File: src/rtl/psram_cmd_scheduler.sv
// Queues parsed UART commands and issues them one at a time to the PSRAM controller
// after the power-up wait; read results are handed to the UART transmitter.
module psram_cmd_scheduler #(
  parameter int FIFO_DEPTH     = 4,
  parameter int ADDR_WIDTH     = 23,
  parameter int DATA_WIDTH     = 16,
  parameter int INIT_CYCLES    = 4050,
  parameter int TIMEOUT_CYCLES = 1024
) (
  input  logic                  sys_clk,
  input  logic                  sys_rst,
  input  logic                  cmd_valid,
  input  logic                  cmd_write,
  input  logic [ADDR_WIDTH-1:0] cmd_addr,
  input  logic [DATA_WIDTH-1:0] cmd_wdata,
  output logic                  cmd_full,
  output logic                  ready,
  output logic                  psram_start,
  output logic                  psram_write,
  output logic [ADDR_WIDTH-1:0] psram_addr,
  output logic [DATA_WIDTH-1:0] psram_wdata,
  input  logic                  psram_done,
  input  logic [DATA_WIDTH-1:0] psram_rdata,
  output logic                  tx_send,
  output logic [DATA_WIDTH-1:0] tx_data,
  input  logic                  tx_busy,
  output logic                  error,
  output logic [7:0]            drop_count
);

  localparam int PTR_W   = $clog2(FIFO_DEPTH);
  localparam int INIT_W  = $clog2(INIT_CYCLES + 1);
  localparam int TIMER_W = $clog2(TIMEOUT_CYCLES + 1);

  typedef enum logic [2:0] {
    ST_INIT, ST_IDLE, ST_ISSUE, ST_WAIT_DONE, ST_TX_WAIT, ST_SEND, ST_TX_ACK
  } state_t;

  state_t state, state_next;

  logic                  fifo_write [FIFO_DEPTH];
  logic [ADDR_WIDTH-1:0] fifo_addr  [FIFO_DEPTH];
  logic [DATA_WIDTH-1:0] fifo_wdata [FIFO_DEPTH];
  logic [PTR_W-1:0]      wr_ptr, rd_ptr;
  logic [PTR_W:0]        count;
  logic [INIT_W-1:0]     init_cnt;
  logic [TIMER_W-1:0]    timer;

  logic push, pop, reject, fifo_empty;
  logic init_done, capture_rdata, timeout_err;

  // A full queue rejects even when the FSM pops in the same cycle.
  assign cmd_full   = (count == (PTR_W+1)'(FIFO_DEPTH));
  assign fifo_empty = (count == '0);
  assign push       = cmd_valid && !cmd_full;
  assign reject     = cmd_valid && cmd_full;

  assign psram_start = (state == ST_ISSUE);
  assign tx_send     = (state == ST_SEND);

  always_ff @(posedge sys_clk) begin
    if (sys_rst) begin
      wr_ptr <= '0;
      rd_ptr <= '0;
      count  <= '0;
    end else begin
      if (push) wr_ptr <= wr_ptr + PTR_W'(1);
      if (pop)  rd_ptr <= rd_ptr + PTR_W'(1);
      if (push && !pop)      count <= count + (PTR_W+1)'(1);
      else if (!push && pop) count <= count - (PTR_W+1)'(1);
    end
  end

  always_ff @(posedge sys_clk) begin
    if (push) begin
      fifo_write[wr_ptr] <= cmd_write;
      fifo_addr[wr_ptr]  <= cmd_addr;
      fifo_wdata[wr_ptr] <= cmd_wdata;
    end
  end

  always_ff @(posedge sys_clk) begin
    if (sys_rst) state <= ST_INIT;
    else         state <= state_next;
  end

  always_comb begin
    state_next    = state;
    pop           = 1'b0;
    init_done     = 1'b0;
    capture_rdata = 1'b0;
    timeout_err   = 1'b0;
    case (state)
      ST_INIT: begin
        if (init_cnt == INIT_W'(INIT_CYCLES - 1)) begin
          init_done  = 1'b1;
          state_next = ST_IDLE;
        end
      end
      ST_IDLE: begin
        if (!fifo_empty) begin
          pop        = 1'b1;
          state_next = ST_ISSUE;
        end
      end
      ST_ISSUE: state_next = ST_WAIT_DONE;
      // A done arriving in the timeout cycle still completes the op.
      ST_WAIT_DONE: begin
        if (psram_done) begin
          if (psram_write) begin
            state_next = ST_IDLE;
          end else begin
            capture_rdata = 1'b1;
            state_next    = ST_TX_WAIT;
          end
        end else if (timer == TIMER_W'(TIMEOUT_CYCLES - 1)) begin
          timeout_err = 1'b1;
          state_next  = ST_IDLE;
        end
      end
      ST_TX_WAIT: begin
        if (!tx_busy) state_next = ST_SEND;
      end
      ST_SEND: state_next = ST_TX_ACK;
      ST_TX_ACK: begin
        if (tx_busy) begin
          state_next = ST_IDLE;
        end else if (timer == TIMER_W'(TIMEOUT_CYCLES - 1)) begin
          timeout_err = 1'b1;
          state_next  = ST_IDLE;
        end
      end
      default: state_next = ST_INIT;
    endcase
  end

  always_ff @(posedge sys_clk) begin
    if (sys_rst) begin
      init_cnt <= '0;
      timer    <= '0;
    end else begin
      if (state == ST_INIT) init_cnt <= init_cnt + INIT_W'(1);
      if (state == ST_ISSUE || state == ST_SEND)
        timer <= '0;
      else if (state == ST_WAIT_DONE || state == ST_TX_ACK)
        timer <= timer + TIMER_W'(1);
    end
  end

  always_ff @(posedge sys_clk) begin
    if (sys_rst) begin
      ready       <= 1'b0;
      psram_write <= 1'b0;
      psram_addr  <= '0;
      psram_wdata <= '0;
      tx_data     <= '0;
      error       <= 1'b0;
      drop_count  <= '0;
    end else begin
      if (init_done) ready <= 1'b1;
      if (pop) begin
        psram_write <= fifo_write[rd_ptr];
        psram_addr  <= fifo_addr[rd_ptr];
        psram_wdata <= fifo_wdata[rd_ptr];
      end
      if (capture_rdata) tx_data <= psram_rdata;
      if (reject || timeout_err) error <= 1'b1;
      if (reject && drop_count != 8'hFF) drop_count <= drop_count + 8'd1;
    end
  end

endmodule

File: config.mk
export PLATFORM = sky130hd
export DESIGN_NAME = psram_cmd_scheduler
export DESIGN_NICKNAME = d
export VERILOG_FILES = /design/src/rtl/psram_cmd_scheduler.sv
export SDC_FILE = /design/constraint.sdc
export NUM_CORES = 1
export LEC_CHECK = 0
export CAP_MARGIN = 20
export CORE_MARGIN = 8
export CORE_UTILIZATION = 59
export DETAILED_ROUTE_END_ITERATION = 16
export GPL_TIMING_DRIVEN = 0
export PLACE_DENSITY = 0.82
export SLEW_MARGIN = 20
export SYNTH_ARGS = -nofsm -noshare
export SYNTH_HDL_FRONTEND = slang
export SYNTH_SLANG_ARGS = --single-unit
File: constraint.sdc
create_clock -name sys_clk -period 5 [get_ports sys_clk]
set_input_delay 1 -clock sys_clk [delete_from_list [all_inputs] [get_ports sys_clk]]
set_output_delay 1 -clock sys_clk [all_outputs]
set_load 0.005 [all_outputs]
# Word level (Yosys, flattened, before mapping)
# Memory sizes are Yosys's and may differ from the RTL's. A register that Yosys moved wholly into a read port is not among the register bits.
# Index checks and enable logic that the tools add are counted.
# Widths: inputs -> output; s select.
[op_classes]
n_addsub = 7
eq_ne = 13
mux = 23
n_reduce_logical = 16
[ops]
columns = ["operator", "count"]
rows = [
  ["$mux 3", 9],
  ["$pmux 3 s7", 1],
  ["$add 12x1->12 const B", 1],
  ["$eq 12x12->1 const B", 1],
  ["$eq 3x3->1 const B", 4],
  ["$mux 1", 12],
  ["$add 11x1->11 const B", 1],
  ["$eq 11x10->1 const B", 1],
  ["$add 8x1->8 const B", 1],
  ["$ne 8x8->1 const B", 1],
  ["$eq 3x2->1 const B", 2],
  ["$logic_not 3->1", 2],
  ["$ne 2x2->1 const B", 3],
  ["$logic_and 1x1->1", 5],
  ["$add 2x1->2 const B", 2],
  ["$add 3x1->3 const B", 1],
  ["$eq 3x1->1 const B", 1],
  ["$logic_not 1->1", 3],
  ["$logic_or 1x1->1", 3],
  ["$reduce_and 3->1", 1],
  ["$sub 3x1->3 const B", 1],
  ["$pmux 1 s2", 1],
  ["$reduce_bool 2->1", 1],
  ["$reduce_or 2->1", 1],
]
[totals]
regBits = 59
ramBits = 160
input_bits = 61
out_inout_bits = 69
n_memories = 3
[mem_list]
columns = ["memory", "words", "word_bits", "rd", "rd_ports_with_merged_regs", "wr", "line_no", "source"]
rows = [
  ["fifo_addr", 4, 23, 1, 1, 1, "42", "logic [ADDR_WIDTH-1:0] fifo_addr [FIFO_DEPTH];"],
  ["fifo_wdata", 4, 16, 1, 1, 1, "43", "logic [DATA_WIDTH-1:0] fifo_wdata [FIFO_DEPTH];"],
  ["fifo_write", 4, 1, 1, 1, 1, "41", "logic fifo_write [FIFO_DEPTH];"],
]

# Logic depth before layout (Yosys ltp)
# Gate-level depths: netlist of run 1.
[depth]
ltp_word = 7
mapped_depth = 11
depth_no_buf = 9

# Least setup slack after synthesis of run 1
# No wires, ideal clock.
[synth_timing]
kind = "input-to-reg"
startpoint = "input cmd_valid"
endpoint = "memory fifo_addr[0][0], enable pin"
setup_ps = 401
arrival_time_ps = 2351
setup_slack_ps = 2248
cell_stages = 3
path_buffers = 1
path_cell_list = "nor2b_1 -> clkbuf_1 -> and2_1"
[synth_via]
elab_chain_cells = 3
[synth_rtl]
columns = ["item", "line_no", "source"]
rows = [
  ["start: declaration", "12", "input logic cmd_valid,"],
  ["$logic_and 1x1->1", "55", "assign push = cmd_valid && !cmd_full;"],
  ["named net push", "49", "logic push, pop, reject, fifo_empty;"],
  ["$mux 1", "75", "if (push) begin"],
  ["$mux 1 (implied by the code)", "77", "fifo_addr[wr_ptr] <= cmd_addr;"],
  ["end: declaration", "42", ""],
]
# The timed path passes the listed nets, and every way through them passes these cells.

# Final worst setup path of run 1
[layout_timing]
startpoint = "register count[0]"
endpoint = "register count[2]"
[layout_via]
elab_chain_cells = 6
word_cells_on_any_way = 15
[layout_rtl]
columns = ["item", "line_no", "source"]
rows = [
  ["start: declaration", "45", "logic [PTR_W:0] count;"],
  ["start signal: assignment", "69", "if (push && !pop) count <= count + (PTR_W+1)'(1);"],
  ["start signal: assignment", "70", "else if (!push && pop) count <= count - (PTR_W+1)'(1);"],
  ["branches (longest 6 deep; another with $sub 3x1->3)", "--", ""],
]
# Parallel ways; which one is timed is not known. The select of a mux whose other input is x is not followed.
# A chain may end at the register's enable or synchronous reset.

==> impl_results.rst, run 1 <==
.. list-table::
   :header-rows: 1

   * - Metric
     - Value
   * - Highest ir drop seen on vdd
     - 0.338 mV
   * - Result of the run
     - finished, final reports clean
   * - Switching power share of the total
     - 0.207
   * - Congestion Overflow GR
     - 0
   * - Period utilization
     - 0.641
   * - # setup viols final
     - 0
   * - Sequential cell area fraction in the yosys report
     - 0.691
   * - Buffers inserted during post-CTS setup optimization
     - 0
   * - EDFF count, synth
     - between 150 and 200
   * - Layout overhead on the synthesized area
     - 25.7%
   * - Wirelength per Cell
     - 20.6 um
   * - CP endpoint kind
     - flop
   * - Placed cell area
     - 11500 um^2
   * - Resize count post-CTS
     - 0
   * - Data arrival time at the worst-slack endpoint
     - ~3.6 ns
   * - Largest net degree at the start of global routing
     - 27
   * - Global-route wire length before repair
     - between 30000 and 40000 um
   * - Detailed placer's ending HPWL
     - 14800 um
   * - Synthesis-stage register bit count
     - 259
   * - Number of buffers inserted for hold repair after clock tree synthesis
     - 0
   * - Achievable clock frequency
     - around 310 MHz
   * - Root buffer cell
     - clkbuf_16
   * - Placed cell count
     - 1054
   * - Buffers on Ports
     - 128
   * - Type of the most critical hold path
     - flop to flop
   * - Post-Layout Cell Count
     - 1102
   * - Total leakage power
     - 0.00402 uW
   * - Antenna violations before repair
     - 0
   * - Die X-Extent
     - 145 um
   * - Clock network fraction of design power
     - 0.420
   * - Comb pwr share
     - 0.062
   * - Max-Cap Viols
     - 0
   * - Warnings from Yosys
     - 0
   * - Data required time at the worst endpoint
     - 5.43 ns
   * - Count of pins over their slew limit
     - 0
   * - Critical path class
     - flop to flop
   * - Setup Total Neg Slack
     - 0 ns
   * - Via count of the first global-routing pass
     - 6834
   * - Maximum root-to-sink buffer count
     - 3
   * - Post-synth net total
     - roughly 770
   * - Clock-pin slew reported for the worst setup and hold paths after clock tree synthesis
     - around 0.07 ns
   * - Number of clock sinks
     - 259
   * - Area enclosed by the die boundary
     - 21000 um^2
   * - Number of H-tree levels
     - 1
   * - Starting density of the core
     - 0.598
   * - R2R Path Start
     - count[0]$_SDFFE_PP0P_
   * - Number of antenna repair diodes
     - 0
   * - Post-Synthesis Cells
     - 702
   * - Core box area
     - 16400 um^2
   * - Source-to-sink clock delay at the later pin of the worst-skew pair
     - 0.51 ns
   * - Critical Path Source Type
     - flop
   * - Die Height
     - 145 um
   * - Total clock buffers created by CTS
     - 26
   * - Power spent charging and discharging nets
     - about 970 uW
   * - Maximum net fanout on the critical path
     - 10
   * - Final min period
     - 3.21 ns
   * - Number of routed nets with antenna violations
     - 0
   * - Number of nets in the finished design
     - 933
   * - Internal power summed over all cells
     - 3730 uW
   * - Share of power burned in registers
     - 0.517
   * - IO Count
     - 130
   * - Distinct cell type count of the synthesized netlist
     - 46
   * - Final weighted congestion in routability-driven placement
     - 0.852
   * - CTS tree
     - yes
   * - Cell area after layout
     - 12300 um^2
   * - Post-synthesis cell area
     - 9820 um^2
   * - RSZ-0062 raised after global routing
     - false
   * - Placement Rows
     - 47
   * - Worst setup path startpoint
     - count[0]$_SDFFE_PP0P_
   * - WL final
     - 22700 um
   * - Flip-flop cell with the highest count after synthesis
     - edfxtp_1
   * - Post-route total power
     - 4700 uW
   * - Fraction of final layout cells with drive strength greater than 1
     - 0.115
   * - Post-synthesis async set-or-reset flop share
     - 0
   * - Via-per-instance ratio
     - 5.86
   * - Syn Area/Cell
     - 14.0 um^2
   * - Gr usage total
     - 0.209
   * - Slew @ Worst Pin
     - 0.765 ns
   * - Hold Path Origin
     - tx_data[4]$_SDFFE_PP0P_
   * - Hold violation total from the final report
     - 0
   * - Worst hold margin
     - 0.457 ns
   * - Cell area power density
     - about 380 nW/um^2
   * - DRC
     - 0
   * - Max-slew headroom
     - 0.490
   * - DRC marker count from the first detailed-route iteration
     - 416
   * - Final setup skew
     - just over 0.008 ns
   * - Routed vias
     - 6454
   * - Number of detailed-routing iterations run before antenna repair
     - 5
-- layout make-up --
type                    instances  area, um^2
repair buffers                132        1360
inverters                      10        37.5
fillers                       911        4070
well taps                     220         275
multi-input cells             396        2850
plain buffers                  37         148
clock inverters                15         170
flip-flops and latches        259        6790
clock buffers                  33         708
-- sequential cells by signal, summed over array words and instances, names as in the netlist --
signal / cells
state: 3
init_cnt: 12
fifo_write: 4
error: 1
timer: 11
psram_addr: 23
drop_count: 8
fifo_wdata: 64
psram_write: 1
wr_ptr: 2
ready: 1
count: 3
tx_data: 16
fifo_addr: 92
rd_ptr: 2
psram_wdata: 16
-- stage by stage --
stage / util / setup WS (ns)
floorplan: - / 2.25
global placement: 0.693 / 0.930
detailed placement: 0.699 / 1.72
CTS: 0.752 / 1.86
global route: 0.752 / 1.64
finish: 0.752 / 1.79
-- worst paths after layout --
check,slack (ns),depth (start not counted),endpoint
max,1.79,10,count[2]$_SDFFE_PP0P_
min,0.46,2,tx_data[4]$_SDFFE_PP0P_
max reg2reg,1.79,10,count[2]$_SDFFE_PP0P_
min reg2reg,0.46,2,tx_data[4]$_SDFFE_PP0P_
-- Yosys cell counts, types with 3 or more instances --
cell type / n / area share
edfxtp_1: 160 / 0.49
nand2_1: 121 / 0.046
dfxtp_1: 99 / 0.20
a21oi_1: 67 / 0.034
mux4_2: 40 / 0.092
nor2_1: 34 / 0.013
clkbuf_1: 29 / 0.011
xor2_1: 16 / 0.014
nand3_1: 10 / 0.0051
ha_1: 9 / 0.011
inv_1: 9 / 0.0034
nand4_1: 9 / 0.0057
nor3_1: 9 / 0.0046
xnor2_1: 9 / 0.0080
and2_1: 8 / 0.0051
buf_2: 7 / 0.0036
o21ai_0: 7 / 0.0036
nor3b_1: 6 / 0.0046
or3_1: 6 / 0.0038
and3_1: 4 / 0.0025
nor4_1: 4 / 0.0025
o211ai_1: 4 / 0.0031
mux2i_1: 3 / 0.0031
nand2b_1: 3 / 0.0019
nor2b_1: 3 / 0.0019
or4_1: 3 / 0.0023
-- power by group through the flow --
stage | sequential (uW) | combinational, uW | clock [uW]
finish | 2430 | 293 | 1980
global route | 2440 | 312 | 2080
CTS | 2430 | 294 | 2000
detailed placement | 2480 | 285 | 0
global placement | 2470 | 258 | 0
floorplan | 2470 | 149 | 0
-- layout by cell type (no fill, tap or decap), drive strengths merged, types with 4 or more instances in the layout --
cell and count:
edfxtp 160, clkdlybuf4s50 128, nand2 121, dfxtp 99, a21oi 67, clkbuf 62
mux4 40, nor2 34, xor2 17, buf 12, nand3 10, inv 10
nor3 10, clkinv 10, xnor2 9, nand4 9, ha 9, and2 8
o21ai 7, or3 7, nor3b 6, nor4 4, o211ai 4, and3 4
bufinv 4
-- critical path: stages (launching register included) --
cell	delay (ns)
dfxtp_1	0.37
nor3_1	0.44
nor3_2	0.19
inv_2	0.14
clkbuf_1	0.47
ha_1	0.32
inv_1	0.08
fa_1	0.40
xor2_1	0.18
or3_1	0.34
a21oi_1	0.19
-- metal layers --
layer / track usage / vias up / share of wire
met2: 0.380 / 289 / 0.53
li1: - / 2908 / -
met1: 0.237 / 3211 / 0.37
met3: 0.0482 / 46 / 0.080
met5: 0 / - / 0
met4: 0.0747 / 0 / 0.022
-- cells by family (layout without fill, tap and decap cells) --
group / count (synthesis) / in the layout / share of synthesized area
XOR/XNOR: 26 / 26 / 0.0240
AND/OR/NAND/NOR: 228 / 228 / 0.107
multiplexers: 43 / 43 / 0.0948
flip-flops: 259 / 259 / 0.691
AO/OA/AOI/OAI: 89 / 89 / 0.0505
adder cells (fa/ha/maj): 10 / 10 / 0.0135
buffers and inverters: 47 / 227 / 0.0189
Power figures use the tool's default switching activity.
==> run 2, diff against run 1 <==
--- a/config.mk
+++ b/config.mk
@@ -7,10 +7,10 @@
 export LEC_CHECK = 0
 export CAP_MARGIN = 20
 export CORE_MARGIN = 8
-export CORE_UTILIZATION = 59
+export CORE_UTILIZATION = 49
 export DETAILED_ROUTE_END_ITERATION = 16
 export GPL_TIMING_DRIVEN = 0
-export PLACE_DENSITY = 0.82
+export PLACE_DENSITY = 0.72
 export SLEW_MARGIN = 20
 export SYNTH_ARGS = -nofsm -noshare
 export SYNTH_HDL_FRONTEND = slang
==> constraint.sdc (replaced) <==
create_clock -name sys_clk -period 2.7 [get_ports sys_clk]
set_input_delay 0.54 -clock sys_clk [delete_from_list [all_inputs] [get_ports sys_clk]]
set_output_delay 0.54 -clock sys_clk [all_outputs]
set_load 0.005 [all_outputs]
==> run 2 against run 1 <==
  * Register-to-register slack got worse by 1.6 ns
  * Critical path depth fell by 8
  * Setup slack worse by 1.6 ns
  * Final cell count grew 3.9%
  * Clock skew is 0.017 ns higher
  * Global-route usage is 3.9 points lower
  * Largest cell class unchanged
  * Highest routed layer unchanged
  * Utilization decreased by 12 points
  * Combinational power grew 78%
  * Cell area is 0.29% higher
  * Die area grew 18%
==> impl_results.rst, run 2 (synthesis results as in run 1) <==
.. list-table::
   :header-rows: 1

   * - Metric
     - Value
   * - Via-per-instance ratio
     - 5.29 (-9.8%)
   * - Final setup skew
     - 0.0249 ns (+0.0169 ns)
   * - Placed cell area
     - 11500 um^2 (+0.33%)
   * - Total leakage power
     - 0.00400 uW (-0.47%)
   * - CTS tree
     - yes
   * - Type of the most critical hold path
     - flop to flop
   * - WL final
     - 21000 um (-7.5%)
   * - Data required time at the worst endpoint
     - 2.16 ns (-3.27 ns)
   * - Worst Setup Slack, final
     - 0.156 ns (-1.64 ns)
   * - Final min period
     - 2.54 ns
   * - Number of H-tree levels
     - 1 (unchanged)
   * - Antenna violations before repair
     - 0 (unchanged)
   * - Critical Path Source Type
     - flop
   * - Maximum root-to-sink buffer count
     - 3 (unchanged)
   * - Starting density of the core
     - 0.501 (-0.0972)
   * - Resize count post-CTS
     - 0 (unchanged)
   * - Placement Rows
     - 51 (+8.5%)
   * - Internal power summed over all cells
     - 6720 uW (+80%)
   * - # setup viols final
     - 0 (unchanged)
   * - Number of clock sinks
     - 259 (unchanged)
   * - Number of antenna repair diodes
     - 0 (unchanged)
   * - Data arrival time at the worst-slack endpoint
     - 2.00 ns (-1.64 ns)
   * - Largest net degree at the start of global routing
     - 41 (+52%)
   * - Commonest non-fill, non-tap cells in the layout
     - 160 x edfxtp_1, 128 x clkdlybuf4s50_1, 121 x nand2_1
   * - Source-to-sink clock delay at the later pin of the worst-skew pair
     - 0.55 ns (+0.04 ns)
   * - Count of pins over their slew limit
     - 0 (unchanged)
   * - Number of detailed-routing iterations run before antenna repair
     - 5 (unchanged)
   * - Number of routed nets with antenna violations
     - 0 (unchanged)
   * - Cell Chain, Critical Path
     - nor3b_1 -> clkdlybuf4s50_1
   * - Root buffer cell
     - clkbuf_16
   * - Max-Cap Viols
     - 0 (unchanged)
   * - Buffers on Ports
     - 128 (unchanged)
   * - Core box area
     - 19600 um^2 (+19%)
   * - RSZ-0062 raised after global routing
     - false
   * - IO Count
     - 130 (unchanged)
   * - Number of buffers inserted for hold repair after clock tree synthesis
     - 0 (unchanged)
   * - Total clock buffers created by CTS
     - 26 (unchanged)
   * - Power spent charging and discharging nets
     - 1840 uW (+89%)
   * - Fraction of final layout cells with drive strength greater than 1
     - 0.120 (+0.00594)
   * - Share of power burned in registers
     - 0.526 (+0.009)
   * - Post-layout util
     - 0.632 (-0.120)
   * - Count of fill cells added during filler insertion
     - 1525 (+67%)
   * - Worst slack at placement
     - -0.305 ns (-2.03 ns)
   * - Regs by FF count
     - fifo_addr x92, fifo_wdata x64, psram_addr x23
   * - Gr usage total
     - 0.170 (-0.0393)
   * - Most common cell after layout, fill and taps aside
     - edfxtp_1
   * - CP Buf/Inv Count
     - 1 (-2)
   * - Achievable clock frequency
     - 393 MHz
   * - Largest register by flop count
     - fifo_addr
   * - DRC marker count from the first detailed-route iteration
     - 336 (-19%)
   * - Layout overhead on the synthesized area
     - 26.0%
   * - Die Height
     - 158 um (+8.7%)
   * - Global-route wire length before repair
     - 33000 um (-7.6%)
   * - Final weighted congestion in routability-driven placement
     - 0.793 (-6.9%)
   * - Die X-Extent
     - 158 um (+8.7%)
   * - Slowest stage cell, crit path
     - clkdlybuf4s50_1
   * - Hold violation total from the final report
     - 0 (unchanged)
   * - Comb pwr share
     - 0.061 (about the same)
   * - Maximum net fanout on the critical path
     - 6 (-4)
   * - Clock-pin slew reported for the worst setup and hold paths after clock tree synthesis
     - 0.05 ns (-0.02 ns)
   * - Critical path class
     - flop to output port
   * - Area occupied by multi-input gates
     - 2870 um^2 (+0.66%)
   * - Max-slew headroom
     - 0.481 (-0.00975)
   * - CP endpoint kind
     - output port
   * - Congestion Overflow GR
     - 0 (unchanged)
   * - Area enclosed by the die boundary
     - 24800 um^2 (+18%)
   * - Routed vias
     - 6052 (-6.2%)
   * - Period utilization
     - 0.942
   * - Clock network fraction of design power
     - 0.413 (-0.007)
   * - Area occupied by registers
     - 6790 um^2 (unchanged)
   * - Via count of the first global-routing pass
     - 6257 (-8.4%)
   * - Post-Layout Cell Count
     - 1145 (+3.9%)
   * - Highest ir drop seen on vdd
     - 0.674 mV (+100%)
   * - Wirelength per Cell
     - 18.3 um (-11%)
   * - Largest stage delay on the critical path
     - 0.60 ns (+0.13 ns)
   * - Number of nets in the finished design
     - 931 (-0.21%)
   * - Detailed placer's ending HPWL
     - 14000 um (-6.0%)
   * - Post-route total power
     - 8560 uW (+82%)
   * - Result of the run
     - finished, final reports clean
   * - DRC
     - 0 (unchanged)
   * - Switching power share of the total
     - 0.215 (+0.00813)
   * - Cell area power density
     - 692 nW/um^2 (+81%)
   * - Buffers inserted during post-CTS setup optimization
     - 0 (unchanged)
   * - Placed cell count
     - 1098 (+4.2%)
   * - Number of flip-flops in the largest register
     - 92 (unchanged)
   * - Cell area after layout
     - 12400 um^2 (+0.29%)
   * - Slew @ Worst Pin
     - 0.772 ns (+0.00750 ns)
   * - Crit-path leading delay family
     - buffers and inverters
[run 2: power groups by stage]
stage | combinational [uW] | sequential, uW | clock, uW
floorplan | 276 | 4570 | 0
global placement | 487 | 4590 | 0
detailed placement | 521 | 4580 | 0
CTS | 525 | 4500 | 3620
global route | 568 | 4520 | 3790
finish | 523 | 4500 | 3540
[run 2: final cells by class]
type | count | area share
clock buffers | 37 | 0.0608
repair buffers | 131 | 0.108
clock inverters | 11 | 0.00900
flip-flops and latches | 259 | 0.548
plain buffers | 36 | 0.0116
well taps | 265 | 0.0268
inverters | 10 | 0.00303
multi-input cells | 396 | 0.232
[run 2: worst paths after layout]
check,from,to,slack (ns),cells after the start
worst max-delay path,state[2]$_SDFFE_PP0P_,psram_start,0.16,2
worst min-delay path,tx_data[9]$_SDFFE_PP0P_,tx_data[9]$_SDFFE_PP0P_,0.45,2
worst max register to register,state[2]$_SDFFE_PP0P_,count[2]$_SDFFE_PP0P_,0.22,9
worst min register to register,tx_data[9]$_SDFFE_PP0P_,tx_data[9]$_SDFFE_PP0P_,0.45,2
[run 2: through the flow]
step	setup TNS [ns]	hold slack (ns)
final	0	0.451
after floorplan	0	0.449
after detailed placement	-0.305	0.447
after CTS	0	0.455
after global placement	-150.12	0.441
after global routing	0	0.471
[run 2: per-layer routing]
metal	global-route usage	vias to the layer above	routed length, um
li1	-	2899	-
met1	0.212	2944	9000
met2	0.291	174	10100
met3	0.0414	35	1400
met4	0.0458	0	452
met5	0	-	0
[run 2: tightest hold or removal path: stages (launching register included)]
cell and delay (ns):
dfxtp_1 0.30, nand2_1 0.05, a21oi_1 0.05
